### config.mk
export PLATFORM = sky130hd
export DESIGN_NAME = shared_out_arbiter
export DESIGN_NICKNAME = d
export VERILOG_FILES = /design/src/rtl/shared_out_arbiter_pkg.sv /design/src/rtl/shared_out_arbiter.sv
export SDC_FILE = /design/constraint.sdc
export NUM_CORES = 1
export LEC_CHECK = 0
export BUFFER_PORTS_ARGS = -buffer_cell sky130_fd_sc_hd__clkbuf_2
export CORE_MARGIN = 1
export CORE_UTILIZATION = 34
export DETAILED_ROUTE_END_ITERATION = 7
export GPL_ROUTABILITY_DRIVEN = 1
export PLACE_DENSITY = 0.74
export SETUP_SLACK_MARGIN = 0.3
export SLEW_MARGIN = 20
export SYNTH_ARGS = -nofsm -noshare
export SYNTH_HDL_FRONTEND = slang
export SYNTH_SLANG_ARGS = --single-unit
### constraint.sdc
create_clock -name clk -period 3.9 [get_ports clk]
set_input_delay 0.78 -clock clk [delete_from_list [all_inputs] [get_ports clk]]
set_output_delay 0.78 -clock clk [all_outputs]
set_load 0.02 [all_outputs]
### src/rtl/shared_out_arbiter_pkg.sv
// Shared types for the two-requester output arbiter: section encoding and
// default widths.
package shared_out_arbiter_types;

  typedef enum logic {
    IDLE = 1'b0,
    SEND = 1'b1
  } section_t;

  localparam int DEF_DATA_W = 32;
  localparam int DEF_CNT_W  = 16;

endpackage

### src/rtl/shared_out_arbiter.sv
// Two-requester round-robin arbiter feeding one registered output slot.
// Accepts one payload in IDLE, then holds it in SEND until downstream takes it.
module shared_out_arbiter
  import shared_out_arbiter_types::*;
#(
  parameter int DATA_W = DEF_DATA_W,
  parameter int CNT_W  = DEF_CNT_W
) (
  input  logic              clk,
  input  logic              rst,
  input  logic [DATA_W-1:0] in0_data,
  input  logic              in0_sync,
  output logic              in0_notify,
  input  logic [DATA_W-1:0] in1_data,
  input  logic              in1_sync,
  output logic              in1_notify,
  output logic [DATA_W-1:0] out_data,
  input  logic              out_sync,
  output logic              out_notify,
  output logic [CNT_W-1:0]  xfer_count,
  output logic              last_grant
);

  section_t section;

  // Grant is combinational so the requester sees acceptance in the same cycle;
  // on contention the requester that did not win last time goes first.
  always_comb begin
    in0_notify = 1'b0;
    in1_notify = 1'b0;
    if (!rst && section == IDLE) begin
      if (in0_sync && in1_sync) begin
        in0_notify = last_grant;
        in1_notify = !last_grant;
      end else if (in0_sync) begin
        in0_notify = 1'b1;
      end else if (in1_sync) begin
        in1_notify = 1'b1;
      end
    end
  end

  always_ff @(posedge clk) begin
    if (rst) begin
      section    <= IDLE;
      out_data   <= '0;
      out_notify <= 1'b0;
      xfer_count <= '0;
      last_grant <= 1'b1;
    end else begin
      case (section)
        IDLE: begin
          if (in0_notify) begin
            out_data   <= in0_data;
            last_grant <= 1'b0;
            out_notify <= 1'b1;
            section    <= SEND;
          end else if (in1_notify) begin
            out_data   <= in1_data;
            last_grant <= 1'b1;
            out_notify <= 1'b1;
            section    <= SEND;
          end
        end
        SEND: begin
          if (out_sync) begin
            out_notify <= 1'b0;
            xfer_count <= xfer_count + CNT_W'(1);
            section    <= IDLE;
          end
        end
        default: begin
          section    <= IDLE;
          out_notify <= 1'b0;
        end
      endcase
    end
  end

endmodule
==> results of run 1 <==
## Yosys cell counts (2+ instances only)
cell | instances | share of area [%]
and3_1 | 2 | 0.56
buf_2 | 5 | 1.1
o21ai_0 | 4 | 0.90
xnor2_1 | 6 | 2.4
nand4_1 | 4 | 1.1
and4_1 | 2 | 0.79
nand2b_1 | 2 | 0.56
inv_1 | 3 | 0.51
clkbuf_1 | 10 | 1.7
or3_1 | 4 | 1.1
nand3_1 | 6 | 1.4
nor2_1 | 48 | 8.1
a311oi_1 | 32 | 13
xor2_1 | 4 | 1.6
a21oi_1 | 6 | 1.4
nand2_1 | 73 | 12
nor4_1 | 4 | 1.1
dfxtp_1 | 51 | 46
buf_1 | 4 | 0.68
nor2b_1 | 2 | 0.56
## final cells by class
class / instances / area share, %
multi-input cells: 207 / 37.5
inverters: 3 / 0.381
flip-flops and latches: 51 / 34.6
clock inverters: 2 / 0.424
repair buffers: 124 / 21.4
clock buffers: 6 / 2.46
well taps: 77 / 3.26
## per-stage QoR
stage	utilization [%]	setup slack [ns]	power, mW	hold slack [ns]
2_1_floorplan	-	1.47	0.711	0.534
4_1_cts	46.8	1.56	1.10	0.497
6_report	46.8	1.59	1.08	0.491
3_3_place_gp	45.4	1.43	0.793	0.470
3_5_place_dp	45.4	1.33	0.798	0.474
5_1_grt	46.8	1.44	1.14	0.516
## metal layers
| layer | GRT usage [%] | routed length [um] |
|---|---|---|
| met5 | 0 | 0 |
| met4 | 5.00 | 50 |
| met3 | 3.63 | 281 |
| met2 | 25.7 | 2670 |
| met1 | 21.6 | 2600 |
## critical path, cell delays in order
cell and delay (ns):
clkbuf_2 0.09, nor2_1 0.17, nand3_1 0.19, inv_1 0.12, clkbuf_2 0.17
## flip-flops by register name, summed over array words and instances (netlist names)
signal / cells
out_notify: 1
last_grant: 1
out_data: 32
section: 1
xfer_count: 16
## power breakdown
group	total, mW	internal (mW)	switching [mW]
sequential	0.573	0.553	0.0196
combinational	0.210	0.0819	0.128
clock	0.295	0.126	0.169
## how the worst min path moves through the flow
stage                              start                    endpoint  slack (ns)
6_report         out_notify$_SDFFE_PP0P_     out_notify$_SDFFE_PP0P_        0.49
5_1_grt        out_data[21]$_SDFFE_PP0P_   out_data[21]$_SDFFE_PP0P_        0.52
4_1_cts          out_notify$_SDFFE_PP0P_     out_notify$_SDFFE_PP0P_        0.50
3_5_place_dp     out_notify$_SDFFE_PP0P_     out_notify$_SDFFE_PP0P_        0.47
3_3_place_gp     out_notify$_SDFFE_PP0P_     out_notify$_SDFFE_PP0P_        0.47
2_1_floorplan         section$_SDFF_PP0_  xfer_count[1]$_SDFFE_PP0P_        0.53
## cells by family after synthesis
group | count (synthesis) | share of synthesized area, %
flops | 51 | 46.0
xor+xnor | 10 | 3.95
mux | 1 | 0.508
buf+inv | 22 | 4.01
simple gates | 151 | 29.2
fa+ha+maj | 1 | 0.564
compound gates | 44 | 15.7
==> results.json, run 1 <==
{
  "grt_pass1_wl_um": 8590,
  "clock-root-buffer": "clkbuf_8",
  "maxCapViolations": 0,
  "mostFrequentLayoutCell": "clkbuf_2",
  "syn_inst": 280,
  "ys_types": 28,
  "die_w_um": 82.8,
  "fin_skew_ns": 0.00799,
  "synth_nets": 350,
  "wl_per_cell_um": 11.9,
  "worstMarginPinSlew_ns": 0.815,
  "period_needed_ns": 2.31,
  "dieArea_um2": 6850,
  "startpoint": "rst",
  "slew_headroom_pct": 45.7,
  "cts_tree": "done",
  "antennaDiodeCount": 0,
  "cp_max_fo": 3,
  "finalHoldViolCount": 0,
  "worst_setup_path_end_kind": "output pin",
  "cellPowerDensity_nw_per_um2": 365,
  "synthFlopType": "dfxtp_1",
  "critPathKind": "in2out",
  "first_pass_iters": 4,
  "period_share_pct": 59.3,
  "regToRegStartpoint": "section$_SDFF_PP0_",
  "cts.repair.resized": 0,
  "rsz0062_at_grt": "false",
  "ctsHtreeMaxLevel": 2,
  "worst-r2r-cell-count": 5,
  "drt_iter0_drc": 94,
  "antenna_found_initial": 0,
  "synth_seq_area_share_pct": 46.0,
  "vias": 2338,
  "hold_depth": 2,
  "synth_edf_count": 0,
  "worstPathRequired_ns": 3.12,
  "drcViolationCount": 0,
  "grtUsageTotal_pct": 16.2,
  "portBuffers": 120,
  "initial_core_util_pct": 35.1,
  "setup_violations": 0,
  "grt_max_degree": 54,
  "core_um2": 6310,
  "io_pins": 121,
  "crit_path_end": "in0_notify",
  "clock_latency_ns": 0.30,
  "nets": 462,
  "path_clk_slew_ns": 0.09,
  "stdcell_count": 470,
  "ys_ff_latch": 51,
  "area.growth.synth_to_final_pct": 33.2,
  "dp.cells": 462,
  "cts_sinks": 51,
  "num_rows": 29,
  "drive_gt1_share_pct": 34.4,
  "final_max_slew_viol_count": 0,
  "final_cell_mix": "120 x clkbuf_2, 73 x nand2_1, 51 x dfxtp_1",
  "fillerInstances": 660,
  "viasPerCell": 4.97,
  "yosysWarnings": 0,
  "numCtsBuffers": 5,
  "seq_area_um2": 1020,
  "max_freq_ghz": 0.432,
  "cp-start-kind": "primary input",
  "setup_tns_ns": 0,
  "clock_path_buffers": 2,
  "wl_um": 5600,
  "grt.overflow.total": 0,
  "r2r_setup_slack_ns": 1.82,
  "status": "complete, no violations",
  "netlist_area_um2": 2220,
  "arrival_ns": 1.53,
  "leakagePower_nw": 1.36,
  "multiInputGateArea_um2": 1110,
  "postCtsSetupBuffers": 0,
  "async_flop_share_pct": 0,
  "syn_avg_cell_area_um2": 7.92,
  "post_dp_cell_area_um2": 2870,
  "die_h_um": 82.8,
  "grt_pass1_vias": 1904,
  "design_area_um2": 2950,
  "cts_hold_buf": 0,
  "ant_nets": 0,
  "ir_worst_vdd_mv": 0.134,
  "hold_path_class": "reg2reg",
  "r2r-end": "out_data[28]$_SDFFE_PP0P_",
  "place.gp.congestion": 0.734,
  "dp_hpwl_um": 4090
}
Power figures use the tool's default switching activity.
==> inputs of run 2 (changes only) <==
--- a/config.mk
+++ b/config.mk
@@ -5,12 +5,13 @@
 export SDC_FILE = /design/constraint.sdc
 export NUM_CORES = 1
 export LEC_CHECK = 0
+export ABC_AREA = 1
 export BUFFER_PORTS_ARGS = -buffer_cell sky130_fd_sc_hd__clkbuf_2
 export CORE_MARGIN = 1
 export CORE_UTILIZATION = 34
 export DETAILED_ROUTE_END_ITERATION = 7
 export GPL_ROUTABILITY_DRIVEN = 1
-export PLACE_DENSITY = 0.74
+export PLACE_DENSITY = 0.73
 export SETUP_SLACK_MARGIN = 0.3
 export SLEW_MARGIN = 20
 export SYNTH_ARGS = -nofsm -noshare
==> constraint.sdc (replaced) <==
create_clock -name clk -period 2.05 [get_ports clk]
set_input_delay 0.41 -clock clk [delete_from_list [all_inputs] [get_ports clk]]
set_output_delay 0.41 -clock clk [all_outputs]
set_load 0.02 [all_outputs]
==> results.json, run 2 <==
{
  "status": "complete, no violations",
  "maxCapViolations": 0,
  "period_share_pct": 80.8,
  "die_h_um": 90.7,
  "ir_worst_vdd_mv": 0.307,
  "drive_gt1_share_pct": 29.1,
  "antenna_found_initial": 0,
  "async_flop_share_pct": 0,
  "cp_slowest_cell": "dfxtp_2",
  "clock-root-buffer": "clkbuf_8",
  "grt.overflow.total": 0,
  "fin_skew_ns": 0.00925,
  "dp_hpwl_um": 5090,
  "core_um2": 7410,
  "yosysTopAreaCell": "dfxtp_1",
  "slew_headroom_pct": 78.3,
  "mostFrequentLayoutCell": "nand2_1",
  "hold_path_class": "in2reg",
  "crit_chain": "nor2_4 > inv_1 > nor2_1 > o21a_1 > buf_2",
  "rsz0062_at_grt": "false",
  "cellPowerDensity_nw_per_um2": 659,
  "vias": 2775,
  "area.growth.synth_to_final_pct": 29.3,
  "drt_iter0_drc": 60,
  "synthTopCellsByArea": "dfxtp_1 38%, nand2_1 19%, o21a_1 9.3%",
  "io_pins": 121,
  "synth_edf_count": 0,
  "synth_nets": 467,
  "busiest_layer": "met2",
  "fillerInstances": 778,
  "finalHoldViolCount": 0,
  "cp_top_family": "flip-flops",
  "leakagePower_nw": 1.90,
  "ant_nets": 0,
  "cts_hold_buf": 0,
  "synth_seq_area_share_pct": 38.2,
  "ctsHtreeMaxLevel": 2,
  "grt_pass1_vias": 2567,
  "synth_commonest_cells": "136 x nand2_1, 55 x inv_1, 51 x dfxtp_1",
  "setup_tns_ns": 0,
  "path_clk_slew_ns": 0.08,
  "cp-start-kind": "register",
  "fin_util_pct": 46.6,
  "ys_types": 28,
  "clock_path_buffers": 2,
  "final_max_slew_viol_count": 0,
  "synthFlopType": "dfxtp_1",
  "grt_pass1_wl_um": 11200,
  "post_dp_cell_area_um2": 3320,
  "nets": 584,
  "max_freq_ghz": 0.604,
  "wl_um": 6610,
  "syn_inst": 397,
  "design_area_um2": 3450,
  "setup_violations": 0,
  "globalRouteMet2Util_pct": 29.7,
  "first_pass_iters": 4,
  "final_cell_mix": "136 x nand2_1, 119 x clkbuf_2, 55 x inv_1",
  "seq_area_um2": 1020,
  "cts_sinks": 51,
  "syn_avg_cell_area_um2": 6.73,
  "dieArea_um2": 8220,
  "critPathKind": "reg2out",
  "largest_register_ffs": 32,
  "crit_path_max_incr_delay_ns": 0.38,
  "arrival_ns": 1.25,
  "cp_max_fo": 6,
  "antennaDiodeCount": 0,
  "cts_tree": "done",
  "grt_max_degree": 35,
  "portBuffers": 120,
  "grt_use_met1_pct": 18.9,
  "synth_top_area_share_pct": 38.2,
  "ys_ff_latch": 51,
  "die_w_um": 90.7,
  "worstMarginPinSlew_ns": 0.326,
  "wl_per_cell_um": 10.8,
  "drcViolationCount": 0,
  "multiInputGateArea_um2": 1310,
  "viasPerCell": 4.52,
  "grtUsageTotal_pct": 16.6,
  "regMostFlops": "out_data",
  "worst_setup_path_end_kind": "output pin",
  "initial_core_util_pct": 36.1,
  "netlist_area_um2": 2670,
  "place.gp.congestion": 0.836,
  "num_rows": 31,
  "period_needed_ns": 1.66,
  "crit_buf_inv": 2,
  "clock_latency_ns": 0.30,
  "yosysMostFrequentCell": "nand2_1",
  "numCtsBuffers": 5,
  "worstPathRequired_ns": 1.64,
  "top_regs": "out_data (32), xfer_count (16)",
  "yosysWarnings": 0,
  "gr-usage-met3_pct": 5.05
}
==> run 2: cell types whose count changed in the layout (fill, tap and decap cells not counted), moves of 3 or more <==
cell      change
a311oi_1     -32
a21oi_1       +3
or3_1         -4
xor2_1        -3
o21a_1       +33
xnor2_1       -6
nand2_1      +63
inv_1        +52
nor2_1       -20
nand3_1      +32
nor2_2        +4
nor4_1        -4
==> run 2: worst paths after layout <==
path,from,endpoint,slack [ns],depth (start not counted)
worst max register to register,section$_SDFF_PP0_,out_data[5]$_SDFFE_PP0P_,0.56,8
worst min register to register,out_notify$_SDFFE_PP0P_,out_notify$_SDFFE_PP0P_,0.49,2
worst max-delay path,section$_SDFF_PP0_,in1_notify,0.39,5
worst min-delay path,rst,section$_SDFF_PP0_,0.38,2
==> run 2: worst register-to-register path, delay by kind of cell, from the launching register on <==
family / cells / cell delay (ns)
compound gates: 2 / 0.29
buf+inv: 4 / 0.56
flops: 1 / 0.43
simple gates: 2 / 0.13
==> run 2: cell type report <==
cell class              count  area share (%)
clock buffers               6            2.39
clock inverters             2            1.01
inverters                  58            6.37
multi-input cells         271            37.8
flip-flops and latches     51            29.6
well taps                  99            3.59
repair buffers            127            19.3
==> run 2: logic make-up (layout without fill, tap and decap cells) <==
group	count (synthesis)	in the layout	share of synthesized area (%)
flops	51	51	38.2
compound gates	50	50	12.7
buf+inv	75	193	13.0
fa+ha+maj	1	1	0.468
xor+xnor	1	1	0.328
simple gates	219	219	35.3
==> run 2: metal layers <==
metal  part of all wire (%)  vias to the layer above
met4                   0.95                        0
met1                     43                     1211
met2                     49                       95
li1                       -                     1463
met5                      0                        -
met3                    7.3                        6
==> run 2: timing repair <==
action                                  CTS  global route
setup buffers                             0             2
endpoints found under the setup margin    1             1
pin swaps                                 0             1
resized for setup                         1             1
==> run 2: stage by stage <==
stage	cells	setup WS, ns	total power [mW]	hold WS (ns)
floorplan	397	0.695	1.41	0.479
global placement	604	0.427	1.57	0.481
detailed placement	604	0.383	1.58	0.482
CTS	612	0.343	2.31	0.367
global route	614	0.314	2.41	0.369
finish	614	0.394	2.28	0.382
==> run 2: power breakdown <==
part / total (mW) / internal, mW / switching [mW]
sequential: 1.09 / 1.05 / 0.0368
clock: 0.723 / 0.395 / 0.328
combinational: 0.463 / 0.190 / 0.273
==> inputs of run 3 (changes only) <==
--- a/config.mk
+++ b/config.mk
@@ -5,13 +5,13 @@
 export SDC_FILE = /design/constraint.sdc
 export NUM_CORES = 1
 export LEC_CHECK = 0
-export ABC_AREA = 1
+export ABC_AREA = 0
 export BUFFER_PORTS_ARGS = -buffer_cell sky130_fd_sc_hd__clkbuf_2
 export CORE_MARGIN = 1
 export CORE_UTILIZATION = 34
 export DETAILED_ROUTE_END_ITERATION = 7
 export GPL_ROUTABILITY_DRIVEN = 1
-export PLACE_DENSITY = 0.73
+export PLACE_DENSITY = 0.76
 export SETUP_SLACK_MARGIN = 0.3
 export SLEW_MARGIN = 20
 export SYNTH_ARGS = -nofsm -noshare
==> constraint.sdc (replaced) <==
create_clock -name clk -period 1.4 [get_ports clk]
set_input_delay 0.28 -clock clk [delete_from_list [all_inputs] [get_ports clk]]
set_output_delay 0.28 -clock clk [all_outputs]
set_load 0.02 [all_outputs]
==> results.json, run 3 (same netlist as run 1, synthesis figures left out) <==
{
  "status": "finished with violations",
  "violations": "setup timing",
  "clock-root-buffer": "clkbuf_8",
  "finalHoldViolCount": 0,
  "path_clk_slew_ns": 0.10,
  "final_max_slew_viol_count": 0,
  "ir_worst_vdd_mv": 0.451,
  "nets": 527,
  "clock_path_buffers": 2,
  "critPathKind": "reg2reg",
  "rsz0062_at_grt": "true",
  "grt_pass1_vias": 2519,
  "crit_buf_inv": 2,
  "leakagePower_nw": 2.09,
  "portBuffers": 120,
  "drt-met1-wl_um": 3660,
  "worstPathRequired_ns": 1.64,
  "period_share_pct": 115,
  "largest_register_ffs": 32,
  "cp-start-kind": "register",
  "final_cell_mix": "71 x nand2_1, 68 x clkbuf_2, 46 x buf_4",
  "clock_latency_ns": 0.31,
  "fin_skew_ns": 0.0161,
  "mostFrequentLayoutCell": "nand2_1",
  "vias": 2827,
  "power_mw": 3.79,
  "io_pins": 121,
  "worst_setup_path_end_kind": "register",
  "cellPowerDensity_nw_per_um2": 812,
  "grtUsageTotal_pct": 22.9,
  "crit_path_max_incr_delay_ns": 0.37,
  "wl_um": 9210,
  "drt_iter0_drc": 178,
  "netSwitchingFraction_pct": 29.3,
  "worstMarginPinSlew_ns": 0.383,
  "cp_top_family": "simple AND/OR/NAND/NOR gates",
  "num_rows": 29,
  "cp_max_fo": 4,
  "core_um2": 6310,
  "antenna_found_initial": 0,
  "maxCapViolations": 0,
  "slew_headroom_pct": 74.4,
  "area.growth.synth_to_final_pct": 110,
  "dp_hpwl_um": 4520,
  "crit_chain": "buf_6 > buf_4 > nand3_4 > or3_4 > or3_1 > a21oi_2",
  "p_sw_mw": 1.11,
  "dr.max_layer_used": "met4",
  "p_seq_share_pct": 42.4,
  "grt_pass1_wl_um": 11700,
  "ant_nets": 0,
  "wl_met3_um": 491,
  "cts_sinks": 51,
  "grt_max_degree": 33,
  "p_clk_share_pct": 27.4,
  "period_needed_ns": 1.62,
  "viasPerCell": 5.28,
  "hold_path_class": "in2reg",
  "numCtsBuffers": 5,
  "max_freq_ghz": 0.619,
  "initial_core_util_pct": 35.1,
  "dpl_worst_slack_ns": -0.144,
  "top_regs": "out_data (32), xfer_count (16)",
  "dieArea_um2": 6850,
  "grt.overflow.total": 0,
  "cts_tree": "done",
  "p_int_mw": 2.68,
  "drive_gt1_share_pct": 66.2,
  "ctsHtreeMaxLevel": 2,
  "first_pass_iters": 4,
  "die_w_um": 82.8,
  "arrival_ns": 1.85,
  "antennaDiodeCount": 0,
  "fillerInstances": 423,
  "wl_per_cell_um": 17.2,
  "place.gp.congestion": 0.761,
  "drcViolationCount": 0,
  "setup_slack_ns": -0.215,
  "setup_violations": 41,
  "regMostFlops": "out_data",
  "cp_slowest_cell": "or3_4",
  "combPwrFrac_pct": 30.3,
  "wl_met2_um": 4790,
  "die_h_um": 82.8
}
-- run 3: changes by cell type in the layout (fill, tap and decap cells not counted), sizes merged, moves of 4 or more --
cell | before | now
buf | 8 | 111
nand2 | 137 | 73
inv | 58 | 3
clkbuf | 125 | 83
nand3 | 40 | 7
a311oi | 0 | 32
o21a | 33 | 1
nor2 | 34 | 48
xnor2 | 0 | 6
nor4 | 0 | 4
or3 | 0 | 4
-- run 3: worst paths after layout --
check | from | end | slack [ns] | depth (start not counted)
hold reg to reg | out_data[7]$_SDFFE_PP0P_ | out_data[7]$_SDFFE_PP0P_ | 0.50 | 2
setup reg to reg | section$_SDFF_PP0_ | xfer_count[14]$_SDFFE_PP0P_ | -0.22 | 6
hold / removal | in0_data[14] | out_data[14]$_SDFFE_PP0P_ | 0.21 | 3
setup / recovery | section$_SDFF_PP0_ | xfer_count[14]$_SDFFE_PP0P_ | -0.22 | 6
-- run 3: worst reg2reg max path, cell delays in order (launching register included) --
cell and delay [ns]:
dfxtp_2 0.35, buf_6 0.11, buf_4 0.14, nand3_4 0.09, or3_4 0.37, or3_1 0.35, a21oi_2 0.14
-- run 3: area by class of cell --
class	count	area, um2	area share, %
clock buffer	5	68.8	1.48
sequential	51	1100	23.7
tap	77	96.3	2.07
multi-input combinational	207	1480	31.6
clock inverter	3	38.8	0.832
timing repair buffer	189	1870	40.0
inverter	3	11.3	0.242
-- run 3: per-stage QoR --
stage / setup TNS (ns) / hold slack [ns] / instances / instance area [um2] / util (%)
after floorplan: -1.43 / 0.418 / 280 / 2310 / -
after global placement: -1.13 / 0.483 / 484 / 3150 / 49.9
after detailed placement: -2.94 / 0.493 / 484 / 3150 / 49.9
after CTS: -3.41 / 0.195 / 523 / 4310 / 68.3
after global routing: -6.50 / 0.208 / 535 / 4660 / 73.8
final: -3.66 / 0.206 / 535 / 4660 / 73.8
-- run 3: power by group through the flow --
stage / registers (mW) / logic (mW) / clock network (mW)
floorplan: 1.72 / 0.259 / 0
global placement: 1.61 / 0.644 / 0
detailed placement: 1.61 / 0.655 / 0
CTS: 1.59 / 1.00 / 1.05
global route: 1.62 / 1.21 / 1.10
finish: 1.60 / 1.15 / 1.04
-- run 3: metal layers --
metal,global-route usage [%],vias to the layer above
li1,-,1335
met1,27.0,1342
met2,40.5,124
met3,4.73,26
met4,8.62,0
met5,0,-
-- run 3: timing repair --
action                     CTS  global route
hold buffers                 0             0
pin swaps                   37            29
gates cloned                 8             2
setup endpoints to repair   91            99
resized for setup          159           105
setup buffers               23            10
